<file path="config.mk">
export PLATFORM = sky130hd
export DESIGN_NAME = smol_dbus
export DESIGN_NICKNAME = d
export VERILOG_FILES = /design/src/rtl/smol_dbus.sv
export SDC_FILE = /design/constraint.sdc
export NUM_CORES = 1
export LEC_CHECK = 0
export BUFFER_PORTS_ARGS = -buffer_cell sky130_fd_sc_hd__buf_2
export CAP_MARGIN = 25
export CORE_MARGIN = 2
export CORE_UTILIZATION = 43
export DETAILED_ROUTE_END_ITERATION = 8
export PLACE_DENSITY = 0.74
export SYNTH_ARGS = -nofsm -noshare
export SYNTH_HDL_FRONTEND = slang
export SYNTH_SLANG_ARGS = --single-unit
</file>
<file path="constraint.sdc">
create_clock -name i_clk -period 1.8 [get_ports i_clk]
set_clock_uncertainty 0.05 [all_clocks]
set_input_delay 0.09 -clock i_clk [delete_from_list [all_inputs] [get_ports i_clk]]
set_output_delay 0.09 -clock i_clk [all_outputs]
set_load 0.005 [all_outputs]
</file>
<file path="src/rtl/smol_dbus.sv">
// smol_dbus: CPU data-bus controller. Decodes ROM / DMEM / MMIO, drives DMEM
// write strobe, and issues a single-cycle completion pulse after a per-region latency.
module smol_dbus #(
    parameter int XLEN         = 32,
    parameter int ADDR_WIDTH   = 11,
    parameter int GPIO_WIDTH   = 8,
    parameter int RAM_SEL_BIT  = 9,
    parameter int MMIO_SEL_BIT = 12,
    parameter int ROM_LAT      = 1,
    parameter int RAM_LAT      = 1
) (
    input  logic                  i_clk,
    input  logic                  i_rst_n,
    input  logic                  i_loadReq,
    input  logic                  i_storeReq,
    input  logic [XLEN-1:0]       i_dataAddr,
    input  logic [XLEN-1:0]       i_dataOut,
    output logic [XLEN-1:0]       o_dataIn,
    output logic                  o_memValid,
    input  logic [XLEN-1:0]       i_romData,
    input  logic [XLEN-1:0]       i_ramData,
    output logic                  o_ramWe,
    output logic [ADDR_WIDTH-1:0] o_ramAddr,
    output logic [XLEN-1:0]       o_ramData,
    output logic [GPIO_WIDTH-1:0] o_gpio,
    input  logic [GPIO_WIDTH-1:0] i_gpio,
    output logic                  o_busErr
);

    // state | meaning
    // IDLE  | waiting; a pending request is accepted this cycle
    // BUSY  | counting down the region latency
    // VALID | o_memValid pulse
    // GAP   | one dead cycle so the CPU can drop its request
    typedef enum logic [1:0] {S_IDLE, S_BUSY, S_VALID, S_GAP} state_t;
    typedef enum logic [1:0] {R_ROM, R_RAM, R_MMIO} region_t;

    localparam int CW = 8;
    localparam logic [XLEN-1:0] UNMAP_MASK =
        ((XLEN'(1) << MMIO_SEL_BIT) - XLEN'(1)) & ~XLEN'(15);

    state_t                state_q, state_d;
    region_t               region, region_q;
    logic [CW-1:0]         cnt_q;
    logic [CW-1:0]         lat_m1;
    logic [XLEN-1:0]       mmio_rd_q, mmio_rdata;
    logic [GPIO_WIDTH-1:0] gpio_q, gpio_s1, gpio_s2;
    logic [31:0]           cycle_q;
    logic [1:0]            err_q, err_d;
    logic                  accept, is_store, unmapped;
    logic [1:0]            mmio_off;

    // Gating with reset keeps the strobe quiet while requests are held in reset.
    assign accept   = (state_q == S_IDLE) && (i_loadReq || i_storeReq) && i_rst_n;
    assign is_store = i_storeReq;
    assign mmio_off = i_dataAddr[3:2];
    assign unmapped = |(i_dataAddr & UNMAP_MASK);

    always_comb begin
        region = R_ROM;
        lat_m1 = CW'(ROM_LAT - 1);
        if (i_dataAddr[MMIO_SEL_BIT]) begin
            region = R_MMIO;
            lat_m1 = '0;
        end else if (i_dataAddr[RAM_SEL_BIT]) begin
            region = R_RAM;
            lat_m1 = CW'(RAM_LAT - 1);
        end
    end

    always_comb begin
        mmio_rdata = '0;
        if (!unmapped) begin
            case (mmio_off)
                2'd0:    mmio_rdata = XLEN'(gpio_q);
                2'd1:    mmio_rdata = XLEN'(gpio_s2);
                2'd2:    mmio_rdata = XLEN'(cycle_q);
                default: mmio_rdata = XLEN'(err_q);
            endcase
        end
    end

    always_comb begin
        err_d = err_q;
        if (accept) begin
            if (is_store && region == R_MMIO && !unmapped && mmio_off == 2'd3)
                err_d = err_q & ~i_dataOut[1:0];
            if (is_store && region == R_ROM)
                err_d[0] = 1'b1;
            if (region == R_MMIO && unmapped)
                err_d[1] = 1'b1;
        end
    end

    always_comb begin
        state_d = state_q;
        case (state_q)
            S_IDLE:  if (accept) state_d = (lat_m1 == '0) ? S_VALID : S_BUSY;
            S_BUSY:  if (cnt_q == CW'(1)) state_d = S_VALID;
            S_VALID: state_d = S_GAP;
            default: state_d = S_IDLE;
        endcase
    end

    always_ff @(posedge i_clk or negedge i_rst_n) begin
        if (!i_rst_n) begin
            state_q   <= S_IDLE;
            region_q  <= R_ROM;
            cnt_q     <= '0;
            mmio_rd_q <= '0;
            gpio_q    <= '0;
            gpio_s1   <= '0;
            gpio_s2   <= '0;
            cycle_q   <= '0;
            err_q     <= '0;
        end else begin
            state_q <= state_d;
            gpio_s1 <= i_gpio;
            gpio_s2 <= gpio_s1;
            cycle_q <= cycle_q + 32'd1;
            err_q   <= err_d;
            if (accept) begin
                region_q  <= region;
                cnt_q     <= lat_m1;
                mmio_rd_q <= mmio_rdata;
                if (is_store && region == R_MMIO && !unmapped && mmio_off == 2'd0)
                    gpio_q <= i_dataOut[GPIO_WIDTH-1:0];
            end else if (state_q == S_BUSY) begin
                cnt_q <= cnt_q - CW'(1);
            end
        end
    end

    always_comb begin
        o_dataIn = '0;
        if (state_q == S_VALID) begin
            case (region_q)
                R_ROM:   o_dataIn = i_romData;
                R_RAM:   o_dataIn = i_ramData;
                default: o_dataIn = mmio_rd_q;
            endcase
        end
    end

    assign o_memValid = (state_q == S_VALID);
    assign o_ramWe    = accept && is_store && (region == R_RAM);
    assign o_ramAddr  = i_dataAddr[ADDR_WIDTH-1:0];
    assign o_ramData  = i_dataOut;
    assign o_gpio     = gpio_q;
    assign o_busErr   = |err_q;

endmodule

</file>
==> results of run 1 <==
flip-flops by register name (all words and copies together), names as in the netlist:
signal     flops
region_q       2
state_q        2
o_gpio         8
err_q          2
gpio_s2        8
mmio_rd_q     32
cycle_q       32
cnt_q          8
gpio_s1        8
power by group through the flow:
stage	clock network, mW	registers [mW]	logic [mW]
floorplan	0	2.58	1.45
global placement	0	2.72	2.03
detailed placement	0	2.73	2.10
CTS	1.93	2.69	2.20
global route	2.04	2.72	2.47
finish	1.89	2.71	2.21
worst max-delay path by stage:
stage | from | to | cells past startpoint
5_1_grt | region_q[0] | o_dataIn[29] | 6
4_1_cts | region_q[0] | o_dataIn[10] | 5
3_5_place_dp | cycle_q[0] | cycle_q[22] | 6
2_1_floorplan | cycle_q[0] | cycle_q[22] | 5
3_3_place_gp | i_dataAddr[9] | o_gpio[5] | 6
6_report | region_q[0] | o_dataIn[5] | 6
through the flow:
stage                     setup TNS [ps]  utilization
final                               -116        0.549
after CTS                           -355        0.546
after global placement                 0        0.502
after global routing               -2190        0.549
after detailed placement               0        0.502
after floorplan                        0            -
cell families after synthesis:
group / after synthesis / synth area share
AOI/OAI and AO/OA: 80 / 0.102
and+or+nand+nor: 174 / 0.161
DFF: 102 / 0.486
adders and majority gates: 3 / 0.00715
buffers and inverters: 77 / 0.0870
muxes: 48 / 0.0982
xor gates and xnor gates: 35 / 0.0584
cells in the mapped netlist (all sizes together), types with 10 or more instances:
| library cell | count | area share |
|---|---|---|
| a21oi | 40 | 0.038 |
| a22o | 26 | 0.043 |
| buf | 50 | 0.068 |
| clkbuf | 20 | 0.014 |
| dfrtp | 102 | 0.49 |
| mux2i | 38 | 0.072 |
| nand2 | 26 | 0.019 |
| nand3 | 16 | 0.015 |
| nand4 | 14 | 0.017 |
| nor2 | 86 | 0.062 |
| nor4 | 10 | 0.021 |
| xnor2 | 27 | 0.045 |
worst min-delay path: cells and delay by family:
kind            cells  cell delay [ps]
buf+inv             2              200
compound gates      1               70
cell type report:
| type | instances | area, um^2 |
|---|---|---|
| Inverter | 7 | 26.3 |
| Multi-Input combinational cell | 340 | 2270 |
| Sequential cell | 102 | 2560 |
| Clock buffer | 9 | 225 |
| Fill cell | 1011 | 5400 |
| Timing Repair Buffer | 197 | 1220 |
| Clock inverter | 7 | 73.8 |
| Tap cell | 147 | 184 |
timing repair:
action | in CTS | in global routing
endpoints found under the hold margin | 120 | 0
pin swaps | 0 | 1
hold buffers | 19 | 0
setup buffers | 1 | 1
endpoints found under the setup margin | 29 | 38
resized for setup | 7 | 7
layer usage:
layer | vias to the layer above | global-route usage
li1 | 2034 | -
met1 | 2048 | 0.243
met2 | 149 | 0.336
met3 | 28 | 0.0450
met4 | 0 | 0.0691
met5 | - | 0
==> results by group, run 1 <==
Outcome
  – Outcome: finished with violations
  – Failing checks: negative setup slack

Global routing
  – GRT Overall Usage: 0.196
  – Initial antenna violation count: 0
  – First-pass GRT wire length: 20300 um
  – Vias in the first global route: approximately 4300
  – Largest net degree at the start of global routing: 103
  – Gr ovfl total: 0

Critical path
  – CP top delay family: flip-flops
  – Top cell by count, worst path: nor2_1
  – WP buf/inv: 2
  – Reg2reg setup slack: about 120 ps
  – Crit Path Max Fanout: 6
  – Startpoint Class: register
  – CP max stage cell: dfrtp_4
  – Crit Path Class: register to primary output
  – Worst R2R Start: cycle_q[0]
  – Reg2Reg Depth: 6
  – Critical path endpoint category: primary output
  – CP arrival: between 1500 and 2000 ps
  – Reg2reg end: cycle_q[22]
  – CP max stage delay: between 500 and 600 ps
  – Crit-path cells: buf_4, mux2i_2, nor2_1, a21oi_1, nor2_1, buf_2
  – Critical Path RT: 1660 ps

Routing
  – Drt wl/cell: 15.6 um
  – Final WL: roughly 13000 um
  – 1st-pass router iterations: 5
  – Post-route DRC: 0
  – Drt initial violations: 209
  – Final ANT Viol Nets: 0
  – Via count: approximately 4300
  – Met2 WL post-DR: 6380 um
  – Via/cell ratio: roughly 5.3
  – Routed length on met3: 733 um
  – Highest Signal Layer: met4
  – M1 WL: between 5000 and 6000 um

Clock network
  – Cts bufs inserted: 9
  – CTS Sinks: 102
  – H-tree depth: 3
  – Max clock buf depth: 2
  – CTS tree: done
  – Reg clk slew, reported paths: 70 ps
  – CTS root buf: clkbuf_16
  – Insertion delay to the later sink of the worst-skew pair: 340 ps

Worst hold path
  – Hold path depth: 3
  – Min-delay src: i_dataAddr[9]
  – Hold WC Path Type: input port to register
  – Hold endpoint: region_q[0]

Finish
  – Commonest non-fill, non-tap cell in the layout: buf_2
  – Commonest cells after routing, fill and taps aside: buf_2, dfrtp_1, nor2_1
  – Design area: 6560 um^2
  – Nets: 800
  – ANT cells: 0
  – Area growth syn-to-layout: 25.0%
  – Final non-filler cell total: 809
  – Layout cells sized above 1: 0.329

STA
  – Worst-Margin Slew: 550 ps
  – Max Transition Viols Final: 0
  – Fin crit share: 1.03
  – Final Setup Violations: 4
  – Hold Slack: 11.7 ps
  – Max_slew headroom: 0.634
  – Setup slack after layout: -56.2 ps
  – Peak Freq: approximately 540 MHz
  – Hold Vio Cnt, Final: 0
  – Fin crit period: 1860 ps
  – Unrepaired setup endpoints after global routing: true

Power and ir drop
  – Sw Share: 0.342
  – Pint: 4.47 mW
  – Switching Power: between 2 and 2.5 mW
  – Pwr/cell area: ~1000 nW/um^2
  – Maximum vdd drop: 0.000557 V
  – Logic pwr share: 0.325
  – Clk network pwr share: 0.277
  – LEAKAGE: around 3.2 nW
  – Reg power frac: 0.398
  – Pwr Total: 6.80 mW

Synth
  – Syn_nets: approximately 660
  – EDFF count, synth: 0
  – Avg Synthesized Cell Area: 10.1 um^2
  – Synthesized instance count: slightly above 500
  – Synth async-reset ratio: 1.00
  – Seq/Total Area, Yosys: 0.486
  – Synth Flop Type: dfrtp_1
  – YS warnings: 0
  – Post-synth cell types: between 40 and 50
  – Cell area after synthesis: 5250 um^2
  – Seq cells post-synth: 102

Placement
  – Routability-driven placement congestion ratio: ~0.80
  – Dpl hpwl: 9010 um
  – Placed Instances: 772
  – Placed Area: approximately 6000 um^2
  – Pre-CTS WS: 87.1 ps
  – Port Buf Inserts: 154

Die
  – Die width: around 110 um
  – Core area: 12000 um^2
  – Die height: between 100 and 150 um
  – Row cnt: 40
  – Num ports: roughly 230
  – Starting Density: 0.439
  – Die area: 13100 um^2

Run
  – MaxCap Viol Count: 0
No activity file was read; power rests on OpenSTA's default activity.
==> inputs of run 2 (changes only) <==
--- a/config.mk
+++ b/config.mk
@@ -5,12 +5,15 @@
 export SDC_FILE = /design/constraint.sdc
 export NUM_CORES = 1
 export LEC_CHECK = 0
+export ABC_AREA = 1
 export BUFFER_PORTS_ARGS = -buffer_cell sky130_fd_sc_hd__buf_2
 export CAP_MARGIN = 25
+export CELL_PAD_IN_SITES_DETAIL_PLACEMENT = 0
+export CELL_PAD_IN_SITES_GLOBAL_PLACEMENT = 2
 export CORE_MARGIN = 2
-export CORE_UTILIZATION = 43
+export CORE_UTILIZATION = 24
 export DETAILED_ROUTE_END_ITERATION = 8
-export PLACE_DENSITY = 0.74
+export PLACE_DENSITY = 0.75
 export SYNTH_ARGS = -nofsm -noshare
 export SYNTH_HDL_FRONTEND = slang
 export SYNTH_SLANG_ARGS = --single-unit
==> run 2 against run 1 <==
Critical endpoint is now o_ramWe. Critical path type unchanged. The run now ends clean. Register-to-register slack better by 50 ps. Routed wire length rose by 34%. Total power is 5.2% higher.
==> results by group, run 2 <==
Global routing
  – Vias in the first global route: 5247 (was 4282)
  – GRT Overall Usage: 0.133 (was 0.196)
  – First-pass GRT wire length: 27600 um (was 20300 um)
  – Gr ovfl total: 0 (unchanged)
  – Largest net degree at the start of global routing: 79 (was 103)
  – Initial antenna violation count: 0 (unchanged)

Die
  – Core area: 24200 um^2 (was 12000 um^2)
  – Starting Density: 0.243 (was 0.439)
  – Die area: 25800 um^2 (was 13100 um^2)
  – Row cnt: 57 (was 40)
  – Num ports: 226 (unchanged)
  – Die height: 160 um (was 114 um)
  – Die width: 160 um (was 114 um)

STA
  – Setup slack after layout: 80.4 ps (was -56.2 ps)
  – Max Transition Viols Final: 0 (unchanged)
  – Fin crit share: 0.955 (was 1.03)
  – Max_slew headroom: 0.650 (was 0.634)
  – Fin crit period: 1720 ps (was 1860 ps)
  – Peak Freq: 582 MHz (was 539 MHz)
  – Worst-Margin Slew: 521 ps (was 550 ps)
  – Final Setup Violations: 0 (was 4)
  – Hold Vio Cnt, Final: 0 (unchanged)

Clock network
  – CTS Sinks: 102 (unchanged)
  – Insertion delay to the later sink of the worst-skew pair: 350 ps (was 340 ps)
  – H-tree depth: 3 (unchanged)
  – Max clock buf depth: 2 (unchanged)
  – Cts bufs inserted: 9 (unchanged)
  – Reg clk slew, reported paths: 70 ps (about the same)
  – CTS tree: done (unchanged)
  – CTS root buf: clkbuf_16 (unchanged)

Critical path
  – Critical Path RT: 1660 ps (about the same)
  – Critical path endpoint category: primary output (unchanged)
  – Reg2Reg Depth: 8 (was 6)
  – Crit Path Class: register to primary output (unchanged)
  – Crit Path Max Fanout: 6 (unchanged)
  – Startpoint Class: register (unchanged)
  – CP arrival: 1580 ps (was 1720 ps)

Routing
  – Via count: 5362 (was 4259)
  – Final WL: 16900 um (was 12600 um)
  – Final ANT Viol Nets: 0 (unchanged)
  – Drt initial violations: 379 (was 209)
  – Post-route DRC: 0 (unchanged)
  – Via/cell ratio: 4.27 (was 5.26)
  – 1st-pass router iterations: 4 (was 5)
  – Drt wl/cell: 13.4 um (was 15.6 um)

Finish
  – Design area: 7320 um^2 (was 6560 um^2)
  – ANT cells: 0 (unchanged)
  – Top Registers: cycle_q (32), mmio_rd_q (32) (unchanged)
  – Commonest non-fill, non-tap cell in the layout: nand2_1 (was buf_2)
  – Layout cells sized above 1: 0.223 (was 0.329)
  – Commonest cells after routing, fill and taps aside: nand2_1, buf_2, nand3_1 (was buf_2, dfrtp_1, nor2_1)
  – Nets: 1071 (was 800)
  – Area growth syn-to-layout: 24.5% (was 25.0%)

Synth
  – Most numerous cell in the Yosys netlist: nand2_1 (was dfrtp_1)
  – Synthesized instance count: 803 (was 519)
  – XOR/XNOR share of the synthesized area: 0.0253 (was 0.0584)
  – Largest area contributor in the netlist: dfrtp_1 (unchanged)
  – Synth async-reset ratio: 1.00 (unchanged)
  – Avg Synthesized Cell Area: 7.32 um^2 (was 10.1 um^2)
  – Seq cells post-synth: 102 (unchanged)
  – Seq/Total Area, Yosys: 0.434 (was 0.486)
  – Ranking of synthesized cells by area: dfrtp_1, nand2_1, nand3_1 (was dfrtp_1, mux2i_1, buf_4)
  – Simple-gate share of the synthesized area: 0.383 (was 0.161)
  – Synth Area in Adders: 0.00639 (was 0.00715)
  – Top cells by count, synth: nand2_1, nand3_1, dfrtp_1 (was dfrtp_1, nor2_1, buf_4)
  – Syn_nets: 946 (was 662)
  – Post-synth cell types: 33 (was 42)
  – Compound-Gate Fraction of Synth Area: 0.0307 (was 0.102)
  – YS warnings: 0 (unchanged)
  – Cell area after synthesis: 5880 um^2 (was 5250 um^2)
  – Synth Flop Type: dfrtp_1 (unchanged)
  – Mux cell area share after synthesis: 0 (was 0.0982)
  – Largest family of logic cells by synthesized area: simple AND/OR/NAND/NOR gates (unchanged)
  – Top-area cell type share of the netlist area: 0.434 (was 0.486)
  – EDFF count, synth: 0 (unchanged)

Placement
  – Pre-CTS WS: 109 ps (was 87.1 ps)
  – Placed Area: 6720 um^2 (was 6010 um^2)
  – Routability-driven placement congestion ratio: 0.783 (was 0.796)
  – Port Buf Inserts: 154 (unchanged)
  – Dpl hpwl: 12500 um (was 9010 um)

Worst hold path
  – Hold path depth: 4 (was 3)
  – Hold WC Path Type: input port to register (unchanged)

Power and ir drop
  – Logic pwr share: 0.345 (was 0.325)
  – Maximum vdd drop: 0.000578 V (was 0.000557 V)
  – LEAKAGE: 3.91 nW (was 3.21 nW)
  – Pint: 4.61 mW (was 4.47 mW)
  – Pwr/cell area: 978 nW/um^2 (was 1040 nW/um^2)
  – Pwr Total: 7.15 mW (was 6.80 mW)
  – Clk network pwr share: 0.301 (was 0.277)
  – Sw Share: 0.356 (was 0.342)
  – Reg power frac: 0.355 (was 0.398)
  – Switching Power: 2.55 mW (was 2.33 mW)

Outcome
  – Outcome: finished, final reports clean (was finished with violations)

Run
  – MaxCap Viol Count: 0 (unchanged)
## run 2: cell types whose count changed after synthesis, sizes merged, moves of 9 or more
cell	before	now
inv	7	65
a21oi	40	8
mux2i	38	0
nor2	86	74
nor4	10	0
nand3	16	116
o21ai	1	17
nand2	26	293
xnor2	27	6
nand3b	1	10
a22o	26	0
buf	50	60
## run 2: path summary, 6_finish.rpt
path                                 from     endpoint  slack (ps)
max in group asynchronous         i_rst_n  cycle_q[22]         920
setup / recovery               state_q[0]      o_ramWe          80
min in group asynchronous         i_rst_n    o_gpio[5]         200
setup reg to reg               cycle_q[0]  cycle_q[26]         170
hold / removal             i_dataAddr[12]     err_q[0]          10
hold reg to reg                gpio_s1[6]   gpio_s2[6]         300
## run 2: power groups by stage
| stage | Clock [mW] | Combinational (mW) | Sequential [mW] |
|---|---|---|---|
| 5_1_grt | 2.33 | 2.78 | 2.56 |
| 3_5_place_dp | 0 | 2.33 | 2.57 |
| 3_3_place_gp | 0 | 2.33 | 2.57 |
| 2_1_floorplan | 0 | 1.60 | 2.54 |
| 6_report | 2.15 | 2.46 | 2.54 |
| 4_1_cts | 2.22 | 2.48 | 2.54 |
## run 2: cells by family (layout without fill, tap and decap cells)
logic type	after synthesis	after routing
simple gates	512	512
compound gates	32	32
fa+ha+maj	3	3
xor+xnor	17	17
buf+inv	137	267
flops	102	102
## run 2: what timing repair did
item | 4_1_cts | 5_1_grt
resized for setup | 3 | 4
endpoints found under the setup margin | 7 | 30
hold buffers | 17 | 0
pin swaps | 1 | 1
hold endpoints to repair | 40 | 0
setup buffers | 1 | 2
gates cloned | 1 | 0
## run 2: critical path: stages, from the launching register on
cell     delay (ps)
dfrtp_2         430
nor2_2          120
nand2_1         100
nor2_4          120
buf_4           140
nand3_1         100
nor2_1          100
buf_2           120
## run 2: routing by layer
layer,vias to the layer above,track usage,routed length [um],part of all wire
met2,133,0.197,7060,0.42
met1,2452,0.195,8630,0.51
met3,15,0.0318,979,0.058
met5,-,0,0,0
li1,2762,-,-,-
met4,0,0.0336,191,0.011
## run 2: area by class of cell
cell class              count  area [um^2]
fillers                  2642        16900
well taps                 324          405
multi-input cells         564         2630
clock buffers               9          225
inverters                  65          249
repair buffers            186         1150
clock inverters             7          104
flip-flops and latches    102         2550
## run 2: stage by stage
stage / TNS [ps] / std cells / util / hold slack, ps
floorplan: 0 / 803 / - / -256
global placement: 0 / 1219 / 0.278 / 117
detailed placement: 0 / 1219 / 0.278 / 117
CTS: 0 / 1254 / 0.300 / 6.45
global route: -22.8 / 1257 / 0.303 / 39.6
finish: 0 / 1257 / 0.303 / 10.3
==> inputs of run 3 (changes only) <==
--- a/config.mk
+++ b/config.mk
@@ -10,6 +10,7 @@
 export CAP_MARGIN = 25
 export CELL_PAD_IN_SITES_DETAIL_PLACEMENT = 0
 export CELL_PAD_IN_SITES_GLOBAL_PLACEMENT = 2
+export CORE_ASPECT_RATIO = 1.5
 export CORE_MARGIN = 2
 export CORE_UTILIZATION = 24
 export DETAILED_ROUTE_END_ITERATION = 8
==> run 3 against run 2 <==
Setup slack better by 19 ps. Count of clock-buffer cells in the layout grew 2. Fmax grew 1.1%. Sequential cell count unchanged. Sequential share of layout area is essentially flat. Non-clock buffer count increased by 4. Critical path depth decreased by 1. Final cell count grew 0.40%. Sequential power barely moved.
==> results by group, run 3 (synthesis results as in run 2) <==
Outcome
  – Outcome: finished, final reports clean (unchanged)

Critical path
  – CP max stage delay: 350 ps (was 430 ps)
  – Startpoint Class: register (unchanged)
  – Crit Path Max Fanout: 32 (was 6)
  – Worst R2R Start: state_q[0] (was cycle_q[0])
  – Critical path endpoint category: primary output (unchanged)
  – Crit Path Class: register to primary output (unchanged)
  – Top cell by count, worst path: nand3_1
  – CP top delay family: buffers and inverters (was simple AND/OR/NAND/NOR gates)
  – Reg2Reg Depth: 8 (unchanged)
  – Reg2reg setup slack: 190 ps (was 170 ps)
  – CP arrival: 1560 ps (was 1580 ps)
  – CP max stage cell: dfrtp_1 (was dfrtp_2)
  – WP buf/inv: 3 (was 2)
  – Crit-path cells: buf_4, nand3_1, nand3_1, nand2_1, inv_1, buf_2 (was nor2_2, nand2_1, nor2_4, buf_4, nand3_1, nor2_1, buf_2)
  – Reg2reg end: mmio_rd_q[0] (was cycle_q[26])
  – Critical Path RT: 1660 ps (about the same)

Power and ir drop
  – Maximum vdd drop: 0.000455 V (was 0.000578 V)
  – Clk network pwr share: 0.295 (was 0.301)
  – Pwr/cell area: 955 nW/um^2 (was 978 nW/um^2)
  – LEAKAGE: 3.91 nW (about the same)
  – Switching Power: 2.52 mW (was 2.55 mW)
  – Pwr Total: 6.98 mW (was 7.15 mW)
  – Sw Share: 0.362 (was 0.356)
  – Reg power frac: 0.363 (was 0.355)
  – Logic pwr share: 0.342 (was 0.345)
  – Pint: 4.45 mW (was 4.61 mW)

Worst hold path
  – Min-delay src: i_dataAddr[9] (was i_dataAddr[12])
  – Hold endpoint: err_q[0] (unchanged)
  – Hold WC Path Type: input port to register (unchanged)
  – Hold path depth: 4 (unchanged)

Die
  – Num ports: 226 (unchanged)
  – Core area: 24300 um^2 (was 24200 um^2)
  – Die area: 25800 um^2 (about the same)
  – Die width: 132 um (was 160 um)
  – Starting Density: 0.242 (was 0.243)
  – Die height: 196 um (was 160 um)
  – Row cnt: 70 (was 57)

Routing
  – Final WL: 17100 um (was 16900 um)
  – Highest Signal Layer: met4 (unchanged)
  – Drt wl/cell: 13.6 um (was 13.4 um)
  – Routed length on met3: 600 um (was 979 um)
  – Met2 WL post-DR: 8590 um (was 7060 um)
  – Post-route DRC: 0 (unchanged)
  – Via/cell ratio: 4.23 (was 4.27)
  – Final ANT Viol Nets: 0 (unchanged)
  – M1 WL: 7470 um (was 8630 um)
  – Drt initial violations: 214 (was 379)
  – Via count: 5338 (was 5362)
  – 1st-pass router iterations: 5 (was 4)

STA
  – Fin crit period: 1700 ps (was 1720 ps)
  – Max_slew headroom: 0.607 (was 0.650)
  – Unrepaired setup endpoints after global routing: false
  – Fin crit share: 0.945 (was 0.955)
  – Setup TNS: 0 ps (unchanged)
  – Max Transition Viols Final: 0 (unchanged)
  – Hold Vio Cnt, Final: 0 (unchanged)
  – Hold Slack: 10.7 ps (was 10.3 ps)
  – Worst-Margin Slew: 587 ps (was 521 ps)
  – Final Setup Violations: 0 (unchanged)
  – Peak Freq: 588 MHz (was 582 MHz)

Placement
  – Placed Area: 6740 um^2 (was 6720 um^2)
  – Dpl hpwl: 12700 um (was 12500 um)
  – Port Buf Inserts: 154 (unchanged)
  – Routability-driven placement congestion ratio: 0.792 (was 0.783)

Finish
  – Commonest cells after routing, fill and taps aside: nand2_1, buf_2, nand3_1 (unchanged)
  – Layout cells sized above 1: 0.223 (about the same)
  – Area growth syn-to-layout: 24.3% (was 24.5%)
  – Nets: 1076 (was 1071)
  – Design area: 7310 um^2 (was 7320 um^2)
  – ANT cells: 0 (unchanged)
  – Commonest non-fill, non-tap cell in the layout: nand2_1 (unchanged)
  – Top Registers: cycle_q (32), mmio_rd_q (32) (unchanged)

Clock network
  – CTS Sinks: 102 (unchanged)
  – Cts bufs inserted: 9 (unchanged)
  – Reg clk slew, reported paths: 80 ps (was 70 ps)
  – Max clock buf depth: 2 (unchanged)
  – CTS root buf: clkbuf_16 (unchanged)
  – H-tree depth: 3 (unchanged)
  – Insertion delay to the later sink of the worst-skew pair: 360 ps (was 350 ps)
  – CTS tree: done (unchanged)

Global routing
  – Initial antenna violation count: 0 (unchanged)
  – Largest net degree at the start of global routing: 95 (was 79)
  – GRT Overall Usage: 0.133 (about the same)
  – First-pass GRT wire length: 27700 um (was 27600 um)
  – Gr ovfl total: 0 (unchanged)
  – Vias in the first global route: 5484 (was 5247)

Run
  – MaxCap Viol Count: 0 (unchanged)
-- run 3: per-stage QoR --
step / worst slack, ps / util / std cells
floorplan: 432 / - / 803
global placement: 108 / 0.278 / 1221
detailed placement: 80.3 / 0.278 / 1221
CTS: 44.9 / 0.299 / 1259
global route: 1.74 / 0.301 / 1262
finish: 99.3 / 0.301 / 1262
-- run 3: timing repair --
action | CTS | global route
pin swaps | 1 | 2
setup endpoints to repair | 1 | 36
gates resized for setup | 0 | 3
buffers inserted | 3 | 2
hold endpoints to repair | 119 | 0
hold buffers | 19 | 0
gates cloned | 0 | 1
-- run 3: how the worst max path moves through the flow --
stage | startpoint | end | depth (start not counted) | slack, ps
final | region_q[0] | o_dataIn[3] | 6 | 100
after global routing | region_q[0] | o_dataIn[17] | 6 | 2
after CTS | region_q[1] | o_dataIn[3] | 7 | 40
after detailed placement | state_q[0] | o_gpio[0] | 6 | 80
after global placement | state_q[0] | o_gpio[4] | 6 | 110
after floorplan | cycle_q[0] | cycle_q[18] | 7 | 430
-- run 3: power groups by stage --
stage | registers (mW) | logic (mW) | clock network [mW]
4_1_cts | 2.53 | 2.42 | 2.12
5_1_grt | 2.56 | 2.72 | 2.20
3_3_place_gp | 2.57 | 2.35 | 0
6_report | 2.53 | 2.38 | 2.06
3_5_place_dp | 2.57 | 2.35 | 0
2_1_floorplan | 2.54 | 1.60 | 0
-- run 3: cell type report --
class	count	area [um^2]
clock buffers	11	243
multi-input cells	565	2640
clock inverters	5	66.3
fillers	2661	17000
inverters	65	244
repair buffers	190	1160
flip-flops and latches	102	2550
well taps	324	405
-- run 3: metal layers --
| layer | up-vias | global-route usage |
|---|---|---|
| met5 | - | 0 |
| met4 | 0 | 0.0531 |
| met3 | 33 | 0.0173 |
| met2 | 117 | 0.237 |
| met1 | 2414 | 0.161 |
| li1 | 2774 | - |
-- run 3: worst reg2reg max path, cell delays in order, from the launching register on --
cell and delay (ps):
dfrtp_1 440, nor2_2 130, nand2_1 100, nor2_4 120, buf_4 170, buf_4 130
buf_4 120, o2111ai_1 190, nand2_1 100
